**config.mk**
```make
export PLATFORM = sky130hd
export DESIGN_NAME = bit_serializer
export DESIGN_NICKNAME = d
export VERILOG_FILES = /design/src/rtl/bit_serializer_pkg.sv /design/src/rtl/bit_serializer_hold_buf.sv /design/src/rtl/bit_serializer.sv
export SDC_FILE = /design/constraint.sdc
export NUM_CORES = 1
export LEC_CHECK = 0
export ABC_AREA = 0
export CORE_MARGIN = 1
export CORE_UTILIZATION = 55
export CTS_CLUSTER_DIAMETER = 50
export DETAILED_ROUTE_END_ITERATION = 12
export DONT_BUFFER_PORTS = 1
export PLACE_DENSITY = 0.82
export SLEW_MARGIN = 20
export SYNTH_ARGS = -nofsm -noshare
export SYNTH_HDL_FRONTEND = slang
export SYNTH_SLANG_ARGS = --single-unit
export TNS_END_PERCENT = 5
```
**constraint.sdc**
```tcl
create_clock -name clk -period 4.77 [get_ports clk]
set_input_delay 0.7155 -clock clk [delete_from_list [all_inputs] [get_ports clk]]
set_output_delay 0.7155 -clock clk [all_outputs]
set_load 0.1 [all_outputs]
```
**src/rtl/bit_serializer_pkg.sv**
```systemverilog
// ---------------------------------------------------------------------------
// bit_serializer_pkg: FSM state type and counter width helper.
// Rev 1.0
// ---------------------------------------------------------------------------
`default_nettype none

package bit_serializer_pkg;

  typedef enum logic [1:0] {
    S_IDLE   = 2'd0,
    S_SHIFT  = 2'd1,
    S_PARITY = 2'd2
  } ser_state_t;

  function automatic int cnt_w(input int data_w);
    return $clog2(data_w + 1);
  endfunction

endpackage

`default_nettype wire

```
**src/rtl/bit_serializer_hold_buf.sv**
```systemverilog
// ---------------------------------------------------------------------------
// ser_hold_buf: one-entry valid/ready holding register in front of the shifter.
// Rev 1.0
// ---------------------------------------------------------------------------
`default_nettype none

module ser_hold_buf #(
  parameter int DATA_W = 8
) (
  input  logic              clk,
  input  logic              reset,
  input  logic              push_valid_i,
  output logic              push_ready_o,
  input  logic [DATA_W-1:0] push_data_i,
  input  logic              pop_i,
  output logic [DATA_W-1:0] data_o,
  output logic              full_o
);

  logic              full_q, full_d;
  logic [DATA_W-1:0] data_q, data_d;
  logic              w_push;

  // Held low during reset so nothing is accepted while the pipeline is cleared.
  assign push_ready_o = !full_q && !reset;
  assign w_push       = push_valid_i && push_ready_o;

  always_comb begin
    full_d = full_q;
    data_d = data_q;
    if (w_push) begin
      full_d = 1'b1;
      data_d = push_data_i;
    end else if (pop_i) begin
      full_d = 1'b0;
    end
  end

  always_ff @(posedge clk or posedge reset) begin
    if (reset) begin
      full_q <= 1'b0;
      data_q <= '0;
    end else begin
      full_q <= full_d;
      data_q <= data_d;
    end
  end

  assign data_o = data_q;
  assign full_o = full_q;

endmodule

`default_nettype wire

```
**src/rtl/bit_serializer.sv**
```systemverilog
// ---------------------------------------------------------------------------
// bit_serializer: parallel word to serial bit stream with a one-word buffer.
// Optional macro SER_PARITY_EN appends an even-parity bit to every word.
// Rev 1.0
// ---------------------------------------------------------------------------
`default_nettype none

module bit_serializer
  import bit_serializer_pkg::*;
#(
  parameter int   DATA_W   = 8,
  parameter logic IDLE_BIT = 1'b0
) (
  input  logic              clk,
  input  logic              reset,
  input  logic              s_valid_i,
  output logic              s_ready_o,
  input  logic [DATA_W-1:0] s_data_i,
  input  logic              cfg_msb_first_i,
  input  logic              bit_en_i,
  output logic              ser_out_o,
  output logic              ser_valid_o,
  output logic              word_done_o,
  output logic              busy_o
);

  localparam int CNT_W = cnt_w(DATA_W);

  ser_state_t        state_q, state_d;
  logic [DATA_W-1:0] shreg_q, shreg_d;
  logic [CNT_W-1:0]  cnt_q, cnt_d;
  logic              msb_q, msb_d;
`ifdef SER_PARITY_EN
  logic              par_q, par_d;
`endif

  logic              w_buf_full;
  logic [DATA_W-1:0] w_buf_data;
  logic              w_load;
  logic              w_done;
  logic              w_last;
  logic              w_ser;

  ser_hold_buf #(
    .DATA_W (DATA_W)
  ) u_hold_buf (
    .clk          (clk),
    .reset        (reset),
    .push_valid_i (s_valid_i),
    .push_ready_o (s_ready_o),
    .push_data_i  (s_data_i),
    .pop_i        (w_load),
    .data_o       (w_buf_data),
    .full_o       (w_buf_full)
  );

  assign w_last = (cnt_q == CNT_W'(1));

  always_comb begin
    state_d = state_q;
    shreg_d = shreg_q;
    cnt_d   = cnt_q;
    msb_d   = msb_q;
`ifdef SER_PARITY_EN
    par_d   = par_q;
`endif
    w_load  = 1'b0;
    w_done  = 1'b0;

    case (state_q)
      S_IDLE: begin
        if (w_buf_full) w_load = 1'b1;
      end
      S_SHIFT: begin
        if (bit_en_i) begin
          if (w_last) begin
`ifdef SER_PARITY_EN
            state_d = S_PARITY;
`else
            w_done = 1'b1;
            if (w_buf_full) w_load = 1'b1;
            else            state_d = S_IDLE;
`endif
          end else begin
            shreg_d = msb_q ? {shreg_q[DATA_W-2:0], 1'b0} : {1'b0, shreg_q[DATA_W-1:1]};
            cnt_d   = cnt_q - CNT_W'(1);
          end
        end
      end
`ifdef SER_PARITY_EN
      S_PARITY: begin
        if (bit_en_i) begin
          w_done = 1'b1;
          if (w_buf_full) w_load = 1'b1;
          else            state_d = S_IDLE;
        end
      end
`endif
      default: state_d = S_IDLE;
    endcase

    // A reload overrides the end-of-word transition so the next word follows with no gap.
    if (w_load) begin
      state_d = S_SHIFT;
      shreg_d = w_buf_data;
      cnt_d   = CNT_W'(DATA_W);
      msb_d   = cfg_msb_first_i;
`ifdef SER_PARITY_EN
      par_d   = ^w_buf_data;
`endif
    end
  end

  always_ff @(posedge clk or posedge reset) begin
    if (reset) begin
      state_q <= S_IDLE;
      shreg_q <= '0;
      cnt_q   <= '0;
      msb_q   <= 1'b0;
`ifdef SER_PARITY_EN
      par_q   <= 1'b0;
`endif
    end else begin
      state_q <= state_d;
      shreg_q <= shreg_d;
      cnt_q   <= cnt_d;
      msb_q   <= msb_d;
`ifdef SER_PARITY_EN
      par_q   <= par_d;
`endif
    end
  end

  always_comb begin
    w_ser = IDLE_BIT;
    case (state_q)
      S_SHIFT:  w_ser = msb_q ? shreg_q[DATA_W-1] : shreg_q[0];
`ifdef SER_PARITY_EN
      S_PARITY: w_ser = par_q;
`endif
      default:  w_ser = IDLE_BIT;
    endcase
  end

  assign ser_out_o   = w_ser;
  assign ser_valid_o = (state_q != S_IDLE);
  assign word_done_o = w_done;
  assign busy_o      = (state_q != S_IDLE) || w_buf_full;

endmodule

`default_nettype wire

```
==> impl_metrics.csv, run 1 <==
group,metric,value,unit
outcome,status,"finished clean",
final_layout,fin_nets,121,
sta,grt_setup_unrepaired,"false",
floorplanning,start_util,60.64,%
final_layout,diodes,0,
clocking,cts_resized,0,
placed_design,dp_hpwl,1.665,mm
yosys,synth_area_leaders,"dfrtp_1, mux2_2, mux2i_1",
route,detailedRoute.firstIterationViolations,26,
route,wirelength,2.273,mm
final_layout,mostFrequentLayoutCells,"dfrtp_1, o21ai_0, mux2_2",
route,dr.pass1.iters,6,
sta,fin_crit,3.397,ns
route,viasPerCell,6.515,
final_layout,drive_gt1_share,19.05,%
global_routing,gr-total-overflow,0,
placed_design,placed_cell_area,0.001225,mm^2
power_and_ir_drop,cellPowerDensity,640.7,mW/mm^2
critical_path,critPathLaunchType,"flop",
final_layout,utilization,61.88,%
critical_path,reg2reg_depth,3,
clocking,postCtsSetupBuffers,0,
clocking,cts.path.max_buffers,2,
route,wl_met2,1.148,mm
placed_design,portBuffers,0,
yosys,synth-seq-area-share,46.94,%
yosys,synth.net_count,124,
sta,worst_slew_pin_slew,1.084,ns
critical_path,rr_endpoint,"cnt_q[3]$_DFFE_PP0P_",
clocking,clock-sinks,23,
route,met1_length,1.003,mm
route,routedWlPerCell,17.22,um
route,vias,860,
yosys,ys_ff_latch,23,
min_path,worstHoldPathType,"primary input to async pin",
yosys,syn_area_per_cell,11.25,um^2
yosys,async_reset_ff_share,100.0,%
critical_path,critPathKind,"flop to primary output",
critical_path,r2r_start,"state_q[0]$_DFFE_PP0P_",
critical_path,critical_path_required,4.05,ns
final_layout,n_fill_cell,164,
critical_path,cp_max_fo,11,
floorplanning,die-height,49.22,um
clocking,cts_max_level,1,
critical_path,cpPeakStageDelay,1.04,ns
sta,finalSetupViolCount,0,
route,top_layer,"met3",
final_layout,final_common_cell,"dfrtp_1",
power_and_ir_drop,p_leak,0.5118,nW
final_layout,area_delta_synth_final,2.041,%
sta,hold_viol_final,0,
sta,setup_tns,0,ns
floorplanning,pin_count,18,
yosys,synth.largest_area_cell,"dfrtp_1",
clocking,cts_hold_buf,0,
critical_path,cp_cell_sequence,"inv_1 -> nor2_2",
yosys,yosys_warnings,0,
global_routing,grt_max_degree,24,
floorplanning,die_width,49.22,um
clocking,path_clk_slew,0.12,ns
floorplanning,die_area,0.002422,mm^2
yosys,synth_edf_count,0,
sta,slew_violations,0,
route,drcViolationCount,0,
placed_design,gp_congestion,0.8599,
global_routing,grt_pass1_wl,3.857,mm
yosys,ys_types,35,
flow_run,drv_cap,0,
global_routing,grt_pass1_vias,837,
critical_path,slowest_stage,"dfrtp_1",
clocking,cts-root-buf,"clkbuf_4",
global_routing,antenna_found_initial,0,
floorplanning,rows,16,
clocking,cts_tree,"done",
yosys,synth_top_area_share,46.94,%
sta,max-slew-margin-rel,27.64,%
sta,post-route-period-util,71.21,%
power_and_ir_drop,peakVddDrop,0.4148,mV
yosys,netlist_area,0.001226,mm^2
yosys,ys.flop_type,"dfrtp_1",
global_routing,track_usage,20.60,%
sta,max_freq,294.4,MHz
clocking,clk_latency,0.31,ns
route,met3_length,122,um
critical_path,end_kind,"primary output",
route,ant_nets,0,
critical_path,cp.arrival,2.68,ns
clocking,cts_buffers,3,
floorplanning,core-area,0.002022,mm^2
critical_path,reg2reg_slack,2.25,ns
yosys,syn_inst,109,
final_layout,finalInstanceArea,0.001251,mm^2
sta,finClkSkew,0.005838,ns
[stage by stage]
step | cells | setup WS, ns | hold slack, ns | total power (W)
after floorplan | 109 | 1.430 | 0.4803 | 0.0006616
after global placement | 128 | 1.749 | 0.4990 | 0.0006947
after detailed placement | 128 | 1.732 | 0.4989 | 0.0007164
after CTS | 132 | 1.374 | 0.4903 | 0.0008038
after global routing | 132 | 1.320 | 0.5294 | 0.0008555
final | 132 | 1.373 | 0.4560 | 0.0008017
[critical path: cells and delay by family, from the launching register on]
kind                   cells  cell delay [ns]
flip-flops                 1             1.04
AND/OR/NAND/NOR            1             0.92
buffers and inverters      1             0.40
[state kept, by name (all words and copies together), names as in the netlist]
signal and flops:
msb_q 1, u_hold_buf.full_o 1, cnt_q 4, u_hold_buf.data_o 8
shreg_q 8, state_q 1
[worst max path at each step]
stage,startpoint,end,slack (ns),cells past startpoint
3_5_place_dp,state_q[0]$_DFFE_PP0P_,ser_out_o,1.73,2
3_3_place_gp,state_q[0]$_DFFE_PP0P_,ser_out_o,1.75,2
4_1_cts,state_q[0]$_DFFE_PP0P_,ser_out_o,1.37,2
5_1_grt,state_q[0]$_DFFE_PP0P_,ser_out_o,1.32,2
6_report,state_q[0]$_DFFE_PP0P_,ser_out_o,1.37,2
2_1_floorplan,state_q[0]$_DFFE_PP0P_,ser_out_o,1.43,3
[metal layers]
| metal | global-route usage (%) | vias to the layer above |
|---|---|---|
| li1 | - | 407 |
| met1 | 29.59 | 431 |
| met2 | 33.56 | 22 |
| met5 | 0 | - |
| met3 | 2.181 | 0 |
| met4 | 4.412 | 0 |
[layout make-up]
cell class                 instances  area, um^2  area share, %
clock buffer                       4       26.28          2.100
inverter                           5       18.77          1.500
multi-input combinational         72       589.3          47.10
sequential                        23       575.6          46.00
tap                               27       33.78          2.700
timing repair buffer               1       7.507         0.6000
[synth_stat cells (all sizes together), types with 2 or more instances]
cell     number
clkbuf        4
dfrtp        23
o211ai        4
inv           5
o21ai        12
o311ai        6
mux2         10
o2111ai       6
buf           5
or2           2
and2          2
nor2          3
or3           2
ha            2
mux2i         8
[report_power, final]
| group | switching (W) | internal [W] | total, W |
|---|---|---|---|
| logic | 0.000177 | 0.000132 | 0.000309 |
| registers | 0.000114 | 0.000289 | 0.000404 |
| clock network | 0.0000566 | 0.0000326 | 0.0000892 |
| total | 0.000348 | 0.000454 | 0.000802 |
[cell families after synthesis]
logic type      count (synthesis)  share of synthesized area (%)
compound gates                 33                          18.98
flops                          23                          46.94
simple gates                   19                          10.92
mux                            18                          15.71
buf+inv                        14                          5.408
fa+ha+maj                       2                          2.040
(Power assumes the default switching activity.)
==> run 2: changes to the inputs <==
PLACE_DENSITY = 0.85   (was 0.82)
clock period = 2.98 ns   (was 4.77 ns; I/O delays follow)
==> run 2 against run 1 <==
Net effect: design area grew 4.3%; critical path type unchanged; critical endpoint is now word_done_o; clock-buffer cell count shrank 1; clock skew grew 0.0035 ns; die area is the same; largest power group unchanged.
==> impl_metrics.csv, run 2 (same netlist as run 1, synthesis figures left out) <==
group,metric,value,unit
outcome,status,"finished clean",
sta,setup_tns,0,ns
final_layout,diodes,0,
global_routing,track_usage,23.58,%
clocking,cts-root-buf,"clkbuf_4",
critical_path,cp_cell_sequence,"inv_1 -> ha_1 -> nor4bb_1 -> buf_4 -> and2_1 -> buf_12",
power_and_ir_drop,switching_share,43.73,%
clocking,cts_resized,0,
critical_path,cpPeakStageDelay,0.41,ns
floorplanning,die_area,0.002422,mm^2
clocking,clock-sinks,23,
critical_path,reg2reg_slack,0.99,ns
clocking,clk_latency,0.33,ns
placed_design,placed_cell_area,0.001275,mm^2
clocking,postCtsSetupBuffers,0,
critical_path,cp_max_fo,11,
floorplanning,pin_count,18,
placed_design,dp_hpwl,1.861,mm
power_and_ir_drop,p_seq_share,47.4,%
sta,finClkSkew,0.009379,ns
placed_design,portBuffers,0,
route,wirelength,2.463,mm
route,drcViolationCount,0,
floorplanning,start_util,60.64,%
global_routing,gr-total-overflow,0,
power_and_ir_drop,p_leak,0.5392,nW
route,dr.pass1.iters,4,
critical_path,critPathKind,"flop to primary output",
final_layout,n_fill_cell,165,
sta,post-route-period-util,78.50,%
sta,max-slew-margin-rel,38.82,%
power_and_ir_drop,comb_power_share,41.4,%
clocking,cts_buffers,3,
critical_path,r2r_start,"u_hold_buf.full_o$_DFFE_PP0P_",
clocking,path_clk_slew,0.13,ns
power_and_ir_drop,cellPowerDensity,1027,mW/mm^2
sta,finalSetupViolCount,0,
final_layout,fin_nets,126,
critical_path,critPathLaunchType,"flop",
final_layout,mostFrequentLayoutCells,"dfrtp_1, o21ai_0, mux2_2",
clocking,cts_tree,"done",
global_routing,antenna_found_initial,0,
route,routedWlPerCell,17.98,um
floorplanning,die-height,49.22,um
sta,max_freq,427.5,MHz
route,ant_nets,0,
floorplanning,die_width,49.22,um
sta,worst_slew_pin_slew,0.8922,ns
route,viasPerCell,6.431,
global_routing,grt_pass1_wl,4.271,mm
critical_path,reg2reg_depth,3,
final_layout,area_delta_synth_final,6.428,%
critical_path,critical_path_required,2.53,ns
critical_path,rr_endpoint,"cnt_q[3]$_DFFE_PP0P_",
critical_path,cp_top_family,"buffers and inverters",
power_and_ir_drop,peakVddDrop,0.6188,mV
sta,fin_crit,2.339,ns
final_layout,finalInstanceArea,0.001305,mm^2
placed_design,gp_congestion,0.9302,
global_routing,grt_pass1_vias,869,
critical_path,cp.arrival,1.89,ns
min_path,worstHoldPathType,"primary input to async pin",
floorplanning,rows,16,
power_and_ir_drop,p_int,0.0007544,W
final_layout,drive_gt1_share,23.64,%
clocking,cts.path.max_buffers,2,
final_layout,final_common_cell,"dfrtp_1",
sta,hold_viol_final,0,
power_and_ir_drop,power_frac_clock,11.3,%
clocking,cts_max_level,1,
global_routing,grt_max_degree,24,
sta,slew_violations,0,
floorplanning,core-area,0.002022,mm^2
sta,grt_setup_unrepaired,"false",
clocking,cts_hold_buf,0,
flow_run,drv_cap,0,
critical_path,slowest_stage,"dfrtp_1",
critical_path,end_kind,"primary output",
route,vias,881,
power_and_ir_drop,switchingPower,0.0005863,W
route,detailedRoute.firstIterationViolations,18,
critical_path,critPathBufInv,3,
final_layout,utilization,64.54,%
## run 2: cell types whose count changed in the layout (fill, tap and decap cells not counted), sizes merged
cell      previous run  this run
buf                  1         6
clkbuf               4         3
clkinvlp             0         1
## run 2: worst max path at each step
stage / startpoint / end / slack [ns] / cells after the start
detailed placement: cnt_q[1]$_DFFE_PP0P_ / word_done_o / 1.02 / 6
finish: cnt_q[1]$_DFFE_PP0P_ / word_done_o / 0.64 / 6
global route: cnt_q[1]$_DFFE_PP0P_ / word_done_o / 0.50 / 6
floorplan: u_hold_buf.full_o$_DFFE_PP0P_ / u_hold_buf.data_o[0]$_DFFE_PP0P_ / 0.30 / 5
global placement: cnt_q[1]$_DFFE_PP0P_ / word_done_o / 1.11 / 6
CTS: cnt_q[1]$_DFFE_PP0P_ / word_done_o / 0.64 / 6
## run 2: power groups by stage
stage | logic (W) | registers [W] | clock network, W
after CTS | 0.000556 | 0.000631 | 0.000151
final | 0.000555 | 0.000635 | 0.000151
after floorplan | 0.000501 | 0.000561 | 0
after global placement | 0.000526 | 0.000623 | 0
after global routing | 0.000599 | 0.000659 | 0.000162
after detailed placement | 0.000556 | 0.000638 | 0
## run 2: through the flow
stage	hold WS, ns	power (W)	instances	setup WS, ns
2_1_floorplan	0.4489	0.001062	109	0.2971
3_3_place_gp	0.4979	0.001149	133	1.106
3_5_place_dp	0.5019	0.001193	133	1.016
4_1_cts	0.1837	0.001338	137	0.6370
5_1_grt	0.2282	0.001419	137	0.5049
6_report	0.1536	0.001341	137	0.6406
## run 2: cell type report
cell class	instances	area [um^2]	share of cell area [%]
sequential	23	575.6	44.10
tap	27	33.78	2.589
clock buffer	3	22.52	1.726
inverter	5	18.77	1.438
clock inverter	1	7.507	0.5753
timing repair buffer	6	57.56	4.410
multi-input combinational	72	589.3	45.16
## run 2: layer usage
metal / global-route usage [%] / part of all wire (%) / vias up
met1: 31.05 / 43 / 431
li1: - / - / 417
met4: 4.902 / 0.89 / 0
met2: 37.67 / 50 / 29
met3: 7.788 / 6.6 / 4
met5: 0 / 0 / -
